`src/rtl/hamming_pkg.sv`:
```
// ---------------------------------------------------------------------------
// hamming_pkg
//
// Purpose:
//    Shared definitions for the Hamming(15,11) transmit serializer and the
//    matching decoder. Holds the code geometry, the parity and data index
//    maps, the FSM state type and the encode/syndrome/extract helpers.
//    Both ends of the link import this package, so the bit layout is
//    defined in exactly one place.
//
// Codeword layout (index 0..14, position = index + 1):
//    parity bits at indices 0, 1, 3, 7 (positions 1, 2, 4, 8)
//    data bits d0..d10 at indices 2, 4, 5, 6, 8, 9, 10, 11, 12, 13, 14
//
// Ports: none (package).
// ---------------------------------------------------------------------------
package hamming_pkg;

   localparam int DATA_W = 11;
   localparam int CODE_W = 15;
   localparam int PAR_W  = 4;

   // Parity bits live at the power-of-two positions (index = position - 1)
   localparam int PARITY_IDX [PAR_W] = '{0, 1, 3, 7};

   // Data bit i is placed at codeword index DATA_IDX[i]
   localparam int DATA_IDX [DATA_W] = '{2, 4, 5, 6, 8, 9, 10, 11, 12, 13, 14};

   // Serializer FSM states
   typedef enum logic {
      IDLE  = 1'b0,
      SHIFT = 1'b1
   } tx_state_e;

   // Builds the codeword: scatter the data bits, then each parity bit p
   // covers every position whose binary form has bit p set. Parity
   // positions never overlap another parity group, so they are still zero
   // when the later groups are folded.
   function automatic logic [CODE_W-1:0] hamming15_encode(input logic [DATA_W-1:0] d);
      logic [CODE_W-1:0] cw;
      logic              par;
      cw  = '0;
      par = 1'b0;
      for (int i = 0; i < DATA_W; i++) begin
         cw[DATA_IDX[i]] = d[i];
      end
      for (int p = 0; p < PAR_W; p++) begin
         par = 1'b0;
         for (int j = 0; j < CODE_W; j++) begin
            if ((((j + 1) >> p) & 1) == 1 && j != PARITY_IDX[p]) begin
               par = par ^ cw[j];
            end
         end
         cw[PARITY_IDX[p]] = par;
      end
      return cw;
   endfunction

   // Syndrome = position of a single flipped bit, 0 when the word is clean
   function automatic logic [PAR_W-1:0] hamming15_syndrome(input logic [CODE_W-1:0] cw);
      logic [PAR_W-1:0] syn;
      syn = '0;
      for (int j = 0; j < CODE_W; j++) begin
         if (cw[j]) begin
            syn = syn ^ PAR_W'(j + 1);
         end
      end
      return syn;
   endfunction

   // Gathers the data bits back out of a (corrected) codeword
   function automatic logic [DATA_W-1:0] hamming15_extract(input logic [CODE_W-1:0] cw);
      logic [DATA_W-1:0] d;
      d = '0;
      for (int i = 0; i < DATA_W; i++) begin
         d[i] = cw[DATA_IDX[i]];
      end
      return d;
   endfunction

endpackage

```
`src/rtl/hamming15_enc_comb.sv`:
```
// ---------------------------------------------------------------------------
// hamming15_enc_comb
//
// Purpose:
//    Purely combinational Hamming(15,11) encoder. Kept apart from the
//    serializer FSM so the parity logic can be reused and reviewed on its
//    own.
//
// Ports:
//    data_i  [10:0]  input   data word d[10:0]
//    cw_o    [14:0]  output  encoded codeword in the shared layout
// ---------------------------------------------------------------------------
module hamming15_enc_comb
   import hamming_pkg::*;
(
   input  logic [DATA_W-1:0] data_i,
   output logic [CODE_W-1:0] cw_o
);

   // The package function unrolls to a flat XOR tree per parity bit
   assign cw_o = hamming15_encode(data_i);

endmodule

```
`src/rtl/hamming_tx_serializer.sv`:
```
// ---------------------------------------------------------------------------
// hamming_tx_serializer
//
// Purpose:
//    Accepts 11-bit words over a valid/ready handshake, encodes them into
//    Hamming(15,11) codewords and shifts them out one bit per accepted
//    serial beat, with start/end-of-frame markers and sink back-pressure.
//    Frames can run back to back: the next word is taken on the same edge
//    the last bit of the current frame is consumed.
//
// Parameters:
//    LSB_FIRST  1 = codeword index 0 is sent first, 0 = index 14 first
//
// Optional feature (macro HAMMING_TX_ERR_INJECT_EN):
//    Adds input err_pos[3:0]. Sampled at word accept; a non-zero value
//    inverts the transmitted bit at index err_pos-1. The codeword output
//    always shows the clean codeword.
//
// Ports:
//    clk        input   system clock, rising edge
//    rst        input   synchronous active-high reset
//    in_valid   input   in_data valid this cycle
//    in_ready   output  a word can be accepted this cycle (comb, uses ser_ready)
//    in_data    input   data word d[10:0]
//    ser_ready  input   sink accepts ser_bit this cycle
//    ser_valid  output  ser_bit is valid
//    ser_bit    output  current codeword bit
//    ser_sof    output  high with the first bit of a frame
//    ser_eof    output  high with the 15th bit of a frame
//    codeword   output  registered clean codeword of current/last frame
//    busy       output  a frame is in progress
//    err_pos    input   (HAMMING_TX_ERR_INJECT_EN only) error position 1..15
// ---------------------------------------------------------------------------
module hamming_tx_serializer
   import hamming_pkg::*;
#(
   parameter bit LSB_FIRST = 1'b1
)
(
   input  logic              clk,
   input  logic              rst,
   input  logic              in_valid,
   output logic              in_ready,
   input  logic [DATA_W-1:0] in_data,
   input  logic              ser_ready,
   output logic              ser_valid,
   output logic              ser_bit,
   output logic              ser_sof,
   output logic              ser_eof,
   output logic [CODE_W-1:0] codeword,
`ifdef HAMMING_TX_ERR_INJECT_EN
   input  logic [3:0]        err_pos,
`endif
   output logic              busy
);

   localparam logic [3:0] LAST_CNT = 4'd14;

   tx_state_e         state_q, state_d;
   logic [3:0]        cnt_q, cnt_d;
   logic [CODE_W-1:0] codeword_q, codeword_d;
   logic [CODE_W-1:0] txWord_q, txWord_d;

   logic [CODE_W-1:0] encCw;
   logic [CODE_W-1:0] errMask;
   logic [3:0]        bitIdx;
   logic              loadWord;

   hamming15_enc_comb u_enc (
      .data_i (in_data),
      .cw_o   (encCw)
   );

   // Mask applied only to the transmitted copy; position 0 means no error
`ifdef HAMMING_TX_ERR_INJECT_EN
   always_comb begin
      errMask = '0;
      if (err_pos != 4'd0) begin
         errMask[err_pos - 4'd1] = 1'b1;
      end
   end
`else
   assign errMask = '0;
`endif

   // Bit order is a pure index remap, so the counter always runs 0..14
   assign bitIdx = LSB_FIRST ? cnt_q : (LAST_CNT - cnt_q);

   // Next-state and handshake logic. in_ready depends on ser_ready so the
   // next word can be taken on the same edge that consumes the last bit.
   always_comb begin
      state_d    = state_q;
      cnt_d      = cnt_q;
      codeword_d = codeword_q;
      txWord_d   = txWord_q;
      in_ready   = 1'b0;
      ser_valid  = 1'b0;
      ser_bit    = 1'b0;
      ser_sof    = 1'b0;
      ser_eof    = 1'b0;
      loadWord   = 1'b0;

      unique case (state_q)
         IDLE: begin
            in_ready = 1'b1;
            if (in_valid) begin
               loadWord = 1'b1;
            end
         end
         SHIFT: begin
            ser_valid = 1'b1;
            ser_bit   = txWord_q[bitIdx];
            ser_sof   = (cnt_q == 4'd0);
            ser_eof   = (cnt_q == LAST_CNT);
            if (ser_ready) begin
               if (cnt_q == LAST_CNT) begin
                  in_ready = 1'b1;
                  if (in_valid) begin
                     loadWord = 1'b1;
                  end else begin
                     state_d = IDLE;
                  end
               end else begin
                  cnt_d = cnt_q + 4'd1;
               end
            end
         end
         default: begin
            state_d = IDLE;
         end
      endcase

      if (loadWord) begin
         state_d    = SHIFT;
         cnt_d      = 4'd0;
         codeword_d = encCw;
         txWord_d   = encCw ^ errMask;
      end
   end

   // State registers; reset aborts any frame in flight
   always_ff @(posedge clk) begin
      if (rst) begin
         state_q    <= IDLE;
         cnt_q      <= '0;
         codeword_q <= '0;
         txWord_q   <= '0;
      end else begin
         state_q    <= state_d;
         cnt_q      <= cnt_d;
         codeword_q <= codeword_d;
         txWord_q   <= txWord_d;
      end
   end

   assign codeword = codeword_q;
   assign busy     = (state_q == SHIFT);

endmodule

```
`config.mk`:
```
export PLATFORM = sky130hd
export DESIGN_NAME = hamming_tx_serializer
export DESIGN_NICKNAME = d
export VERILOG_FILES = /design/src/rtl/hamming_pkg.sv /design/src/rtl/hamming15_enc_comb.sv /design/src/rtl/hamming_tx_serializer.sv
export SDC_FILE = /design/constraint.sdc
export NUM_CORES = 1
export LEC_CHECK = 0
export CAP_MARGIN = 15
export CORE_MARGIN = 1
export CORE_UTILIZATION = 49
export CTS_CLUSTER_DIAMETER = 80
export DETAILED_ROUTE_END_ITERATION = 10
export GPL_TIMING_DRIVEN = 0
export PLACE_DENSITY = 0.95
export REMOVE_ABC_BUFFERS = 1
export SETUP_SLACK_MARGIN = 0.15
export SLEW_MARGIN = 40
export SYNTH_ARGS = -nofsm -noshare
export SYNTH_HDL_FRONTEND = slang
export SYNTH_SLANG_ARGS = --single-unit
```
`constraint.sdc`:
```
create_clock -name clk -period 4.67 [get_ports clk]
set_input_delay 0.467 -clock clk [delete_from_list [all_inputs] [get_ports clk]]
set_output_delay 0.467 -clock clk [all_outputs]
set_load 0.02 [all_outputs]
```
==> results of run 1 <==
## synth_stat cells, types with 4 or more instances
library cell,count,area (sq um)
buf_4,4,30.03
mux2i_1,13,130.1
xor2_1,5,43.79
nor2_1,13,48.80
xnor2_1,16,140.1
nand2b_1,5,31.28
o22ai_1,5,31.28
dfxtp_1,20,400.4
nor3_1,5,25.02
## power groups by stage
stage               logic [W]  clock network [W]  registers, W
floorplan           0.0000578                  0      0.000209
global placement     0.000122                  0      0.000196
detailed placement   0.000126                  0      0.000197
CTS                  0.000127          0.0000827      0.000193
global route         0.000134          0.0000932      0.000195
finish               0.000126          0.0000818      0.000194
## sequential cells by signal, summed over array words and instances (netlist names)
| name | count |
|---|---|
| bitIdx | 4 |
| busy | 1 |
| txWord_q | 15 |
## worst max path at each step
| stage | to | slack (ns) | depth (start not counted) |
|---|---|---|---|
| 2_1_floorplan | txWord_q[0] | 1.54 | 5 |
| 3_5_place_dp | ser_bit | 1.90 | 4 |
| 3_3_place_gp | txWord_q[3] | 0.55 | 5 |
| 4_1_cts | ser_bit | 1.55 | 4 |
| 5_1_grt | ser_bit | 1.46 | 4 |
| 6_report | ser_bit | 1.57 | 4 |
## cell families after synthesis
family	count (synthesis)	synth area share [%]
muxes	17	20.62
DFF	20	35.67
adders and majority gates	3	3.345
buffers and inverters	11	5.797
xor gates and xnor gates	21	16.39
and+or+nand+nor	33	14.27
AOI/OAI and AO/OA	7	3.902
## area by class of cell
type                    count  area, sq um
well taps                  27        33.78
multi-input cells          81        668.1
flip-flops and latches     20        400.4
clock buffers               3        22.52
inverters                   3        11.26
repair buffers             36        365.4
fillers                   157        560.5
## stage by stage
| step | hold WS (ns) | worst slack (ns) |
|---|---|---|
| after floorplan | 0.5394 | 1.542 |
| after global placement | 0.4880 | 0.5550 |
| after detailed placement | 0.4965 | 1.897 |
| after CTS | 0.5098 | 1.550 |
| after global routing | 0.5391 | 1.461 |
| final | 0.5165 | 1.565 |
## worst reg2reg max path: stages (launching register included)
cell	delay, ns
dfxtp_1	0.58
ha_1	0.25
nand4_1	0.20
a21boi_4	0.40
buf_8	0.21
mux2i_1	0.22
nor2_1	0.05
## per-layer routing
layer / up-vias / routed length [um] / track usage [%]
met3: 7 / 130 / 3.395
met2: 41 / 1220 / 38.51
li1: 446 / - / -
met4: 0 / 61 / 11.43
met5: - / 0 / 0
met1: 437 / 1044 / 25.38
## cells in the final DEF, fill, tap and decap left out, types with 5 or more instances in the layout
| cell type | count |
|---|---|
| clkdlybuf4s50_1 | 35 |
| dfxtp_1 | 20 |
| xnor2_1 | 16 |
| nor2_1 | 13 |
| mux2i_1 | 13 |
| nor3_1 | 5 |
| o22ai_1 | 5 |
| nand2b_1 | 5 |
| xor2_1 | 5 |
==> impl_metrics.yaml, run 1 <==
drt:
  drt_wl_total_um: 2456
  post-route-drc-count: 0
  drt_first_pass_iters: 4
  postRouteAntennaNets: 0
  num_vias: 931
  wl_per_cell_um: 14.45
  avgViaCountPerCell: 5.476
  initialDrtViolationCount: 8
floorplan:
  coreArea_sq_um: 2062
  die_h_um: 49.86
  dieWidth_um: 49.86
  rows: 16
  ioPinCount: 36
  die_area_sq_um: 2486
  initial_core_util_pct: 54.43
critical_path:
  cp-start-kind: "register"
  startpoint: "bitIdx[0]"
  crit_required_ns: 4.20
  r2r-start: "bitIdx[1]"
  path_buf_inv: 1
  max_stage_delay_ns: 0.61
  end_kind: "output port"
  arrival_ns: 2.64
  crit_chain: "mux4_1 > mux4_2 > and2_1 > clkdlybuf4s50_1"
  reg2reg_to: "txWord_q[10]"
  critical_path_class: "reg2out"
  rr_worst_depth: 6
  critical_path.top_delay_family: "multiplexers"
  rrSetupSlack_ns: 2.63
  path_max_fanout: 9
  slowest_stage: "mux4_1"
logic_synthesis:
  synth_edf_count: 0
  yosys_warnings: 0
  async_flop_share_pct: 0
  netlist-cell-type-count: 24
  yosys_most_used_dff: "dfxtp_1"
  ys_seq_area_share_pct: 35.67
  syn-cell-area_sq_um: 1122
  ys_ff_latch: 20
  syn-instance-count: 112
  avgSynthCellArea_sq_um: 10.02
sta:
  setup_viol: 0
  fmax_ghz: 0.3221
  hold_viol_final: 0
  tightest_slew_ns: 0.7341
  slew_headroom_pct: 50.90
  rsz0062_at_grt: "false"
  maxSlewViolCount: 0
  min_period_ns: 3.105
  tns_ns: 0
  skew_ns: 0.007926
  final.period_utilization_pct: 66.48
cells_and_area:
  fin_area_sq_um: 1501
  instances_no_fill: 170
  final_nets: 163
  syn2layout_area_growth_pct: 33.78
  antenna_cells: 0
  drive_gt1_share_pct: 4.895
  finalCoreUtilization_pct: 72.82
power_and_ir_drop:
  p_leak_nw: 0.5611
  finalPower_w: 0.0004013
  swShare_pct: 30.11
  power_frac_seq_pct: 48.2
  p_comb_share_pct: 31.4
  ir_worst_vdd_uv: 226.3
  intPower_w: 0.0002805
  p_sw_w: 0.0001208
  power_density_nw_per_um2: 267.3
  clockPowerShare_pct: 20.4
clock_network:
  h-tree-depth: 1
  clkTransAtPathRegs_ns: 0.11
  clk_path_buf_depth: 2
  clk_latency_ns: 0.31
  ctsResizeCount: 0
  cts_made_buffers: 3
  cts_setup_buffers: 0
  tritoncts: "done"
  hold_buffers: 0
  cts.sinks: 20
  clockRootBuffer: "clkbuf_4"
run:
  drv_cap: 0
global_routing:
  grt_start_max_net_pins: 22
  grt_pass1_wl_um: 4050
  antenna_found_initial: 0
  grt.overflow.total: 0
  grt_pass1_vias: 912
  grt_usage_pct: 21.95
min_path:
  hold_end: "txWord_q[7]"
  worstHoldStart: "txWord_q[7]"
  min_delay_path_depth: 2
  hp-class: "reg2reg"
placement:
  finalWeightedCongestion: 0.7762
  place_area_sq_um: 1479
  io_buffers: 35
  dp_cells: 167
  dp_hpwl_um: 1873
status:
  status: "finished clean"
No activity file was read; power rests on OpenSTA's default activity.
==> run 2, diff against run 1 <==
Settings changed: CORE_UTILIZATION 49 to 45, PLACE_DENSITY 0.95 to 0.89.
Clock period 4.67 ns to 3.1 ns, I/O delays scaled along.
==> run 2 against run 1 <==
  * Hold slack better by 0.0054 ns
  * First-iteration DRC count increased by 130%
  * Global-route usage increased by 0.34 points
  * Non-clock buffer count did not move
  * Combinational power up 52%
  * Via count grew 0.43%
  * Highest routed layer unchanged
  * Cell count rose by 1.2%
  * Sequential share of layout area shrank 0.20 points
  * Critical endpoint unchanged
  * Core utilization shrank 6.1 points
  * Sequential cell count did not move
  * Clock power rose by 82%
  * Worst setup slack got worse by 1.3 ns
==> impl_metrics.yaml, run 2 (synthesis gave the netlist of run 1 again) <==
status:
  status: "finished clean"
cells_and_area:
  layout_common_cells: "35 x clkdlybuf4s50_1, 19 x dfxtp_1, 16 x xnor2_1"
  seq_area_sq_um: 401.6
  top_register: "txWord_q"
  largest_register_ffs: 15
  multiInputGateArea_sq_um: 668.1
  drive_gt1_share_pct: 6.250
  antenna_cells: 0
  syn2layout_area_growth_pct: 35.23
  finalCoreUtilization_pct: 66.69
  layout_commonest_cell: "clkdlybuf4s50_1"
  final_nets: 163
  fillers: 177
  instances_no_fill: 172
critical_path:
  r2r-start: "bitIdx[1]"
  reg2reg_to: "txWord_q[0]"
  crit_required_ns: 2.79
  max_stage_delay_ns: 0.60
  crit_cells: 4
  rr_worst_depth: 6
  startpoint: "bitIdx[0]"
  crit_end: "ser_bit"
  arrival_ns: 2.51
  slowest_stage: "mux4_1"
  path_max_fanout: 9
  rrSetupSlack_ns: 1.10
  crit_chain: "mux4_1 > mux4_2 > and2_1 > clkdlybuf4s50_1"
  cp-start-kind: "register"
  end_kind: "output port"
  path_buf_inv: 1
  critical_path_class: "reg2out"
  critical_path.top_delay_family: "multiplexers"
global_routing:
  grt_start_max_net_pins: 22
  antenna_found_initial: 0
  grt_pass1_wl_um: 4243
  grt.overflow.total: 0
  grt_usage_pct: 22.28
  grt_pass1_vias: 900
power_and_ir_drop:
  finalPower_w: 0.0006342
  power_density_nw_per_um2: 417.8
  ir_worst_vdd_uv: 308.7
  p_leak_nw: 0.5688
run:
  drv_cap: 0
floorplan:
  die_h_um: 51.94
  ioPinCount: 36
  coreArea_sq_um: 2276
  die_area_sq_um: 2698
  dieWidth_um: 51.94
  rows: 17
  initial_core_util_pct: 49.31
drt:
  avgViaCountPerCell: 5.436
  num_vias: 935
  drt_first_pass_iters: 4
  initialDrtViolationCount: 18
  wl_per_cell_um: 15.55
  post-route-drc-count: 0
  postRouteAntennaNets: 0
  drt_wl_total_um: 2675
sta:
  fmax_ghz: 0.3546
  rsz0062_at_grt: "false"
  final.period_utilization_pct: 90.96
  hold_viol_final: 0
  min_period_ns: 2.820
  final.setup.worst_slack_ns: 0.2803
  maxSlewViolCount: 0
  skew_ns: 0.001665
  setup_viol: 0
  slew_headroom_pct: 51.62
  tightest_slew_ns: 0.7235
clock_network:
  cts_made_buffers: 3
  clk_latency_ns: 0.30
  clkTransAtPathRegs_ns: 0.10
  tritoncts: "done"
  hold_buffers: 0
  clockRootBuffer: "clkbuf_4"
  clk_path_buf_depth: 2
  cts.sinks: 20
  h-tree-depth: 1
min_path:
  hp-class: "reg2reg"
  worstHoldStart: "txWord_q[1]"
placement:
  dp_hpwl_um: 2027
  dp_cells: 168
  finalWeightedCongestion: 0.7970
  preCtsSetupSlack_ns: 0.4814
  io_buffers: 35
run 2: changes by cell type in the layout (fill, tap and decap cells not counted), sizes merged:
cell,previous run,this run
clkbuf,3,4
run 2: final cells by class:
type                            count  share of cell area (%)
Timing Repair Buffer               36                   24.07
Multi-Input combinational cell     81                   44.02
Clock buffer                        4                   2.391
Tap cell                           28                   2.308
Inverter                            3                  0.7420
Sequential cell                    20                   26.46
run 2: where the power goes:
| group | switching (W) | internal, W | leakage, nW |
|---|---|---|---|
| Combinational | 0.0000892 | 0.000103 | 0.383 |
| Sequential | 0.0000187 | 0.000275 | 0.164 |
| Clock | 0.0000773 | 0.0000717 | 0.0210 |
| Total | 0.000185 | 0.000449 | 0.569 |
run 2: per-layer routing:
metal	up-vias	track usage (%)	share of wire, %
met5	-	0	0
met4	0	11.71	1.9
met3	6	3.216	5.3
met2	42	39.74	52
met1	437	25.23	41
li1	450	-	-
run 2: worst min-delay path, stage by stage (launching register included):
cell	delay, ns
dfxtp_1	0.34
nand2b_1	0.07
o22ai_1	0.07
run 2: worst min path at each step:
stage	to	slack, ns	cells past startpoint
4_1_cts	txWord_q[1]	0.52	2
6_report	txWord_q[1]	0.52	2
3_3_place_gp	txWord_q[0]	0.49	2
5_1_grt	txWord_q[1]	0.53	2
3_5_place_dp	txWord_q[1]	0.50	2
2_1_floorplan	busy	0.38	1
run 2: timing repair:
action | in CTS | in global routing
setup buffers | 0 | 0
resized for setup | 1 | 0
endpoints found under the setup margin | 1 | 0
run 2: stage by stage:
step	hold WS [ns]	setup TNS (ns)	instance area (sq um)
2_1_floorplan	0.3824	-0.08438	1069
3_3_place_gp	0.4866	-11.55	1454
3_5_place_dp	0.4991	0	1480
4_1_cts	0.5164	0	1518
5_1_grt	0.5288	0	1518
6_report	0.5219	0	1518
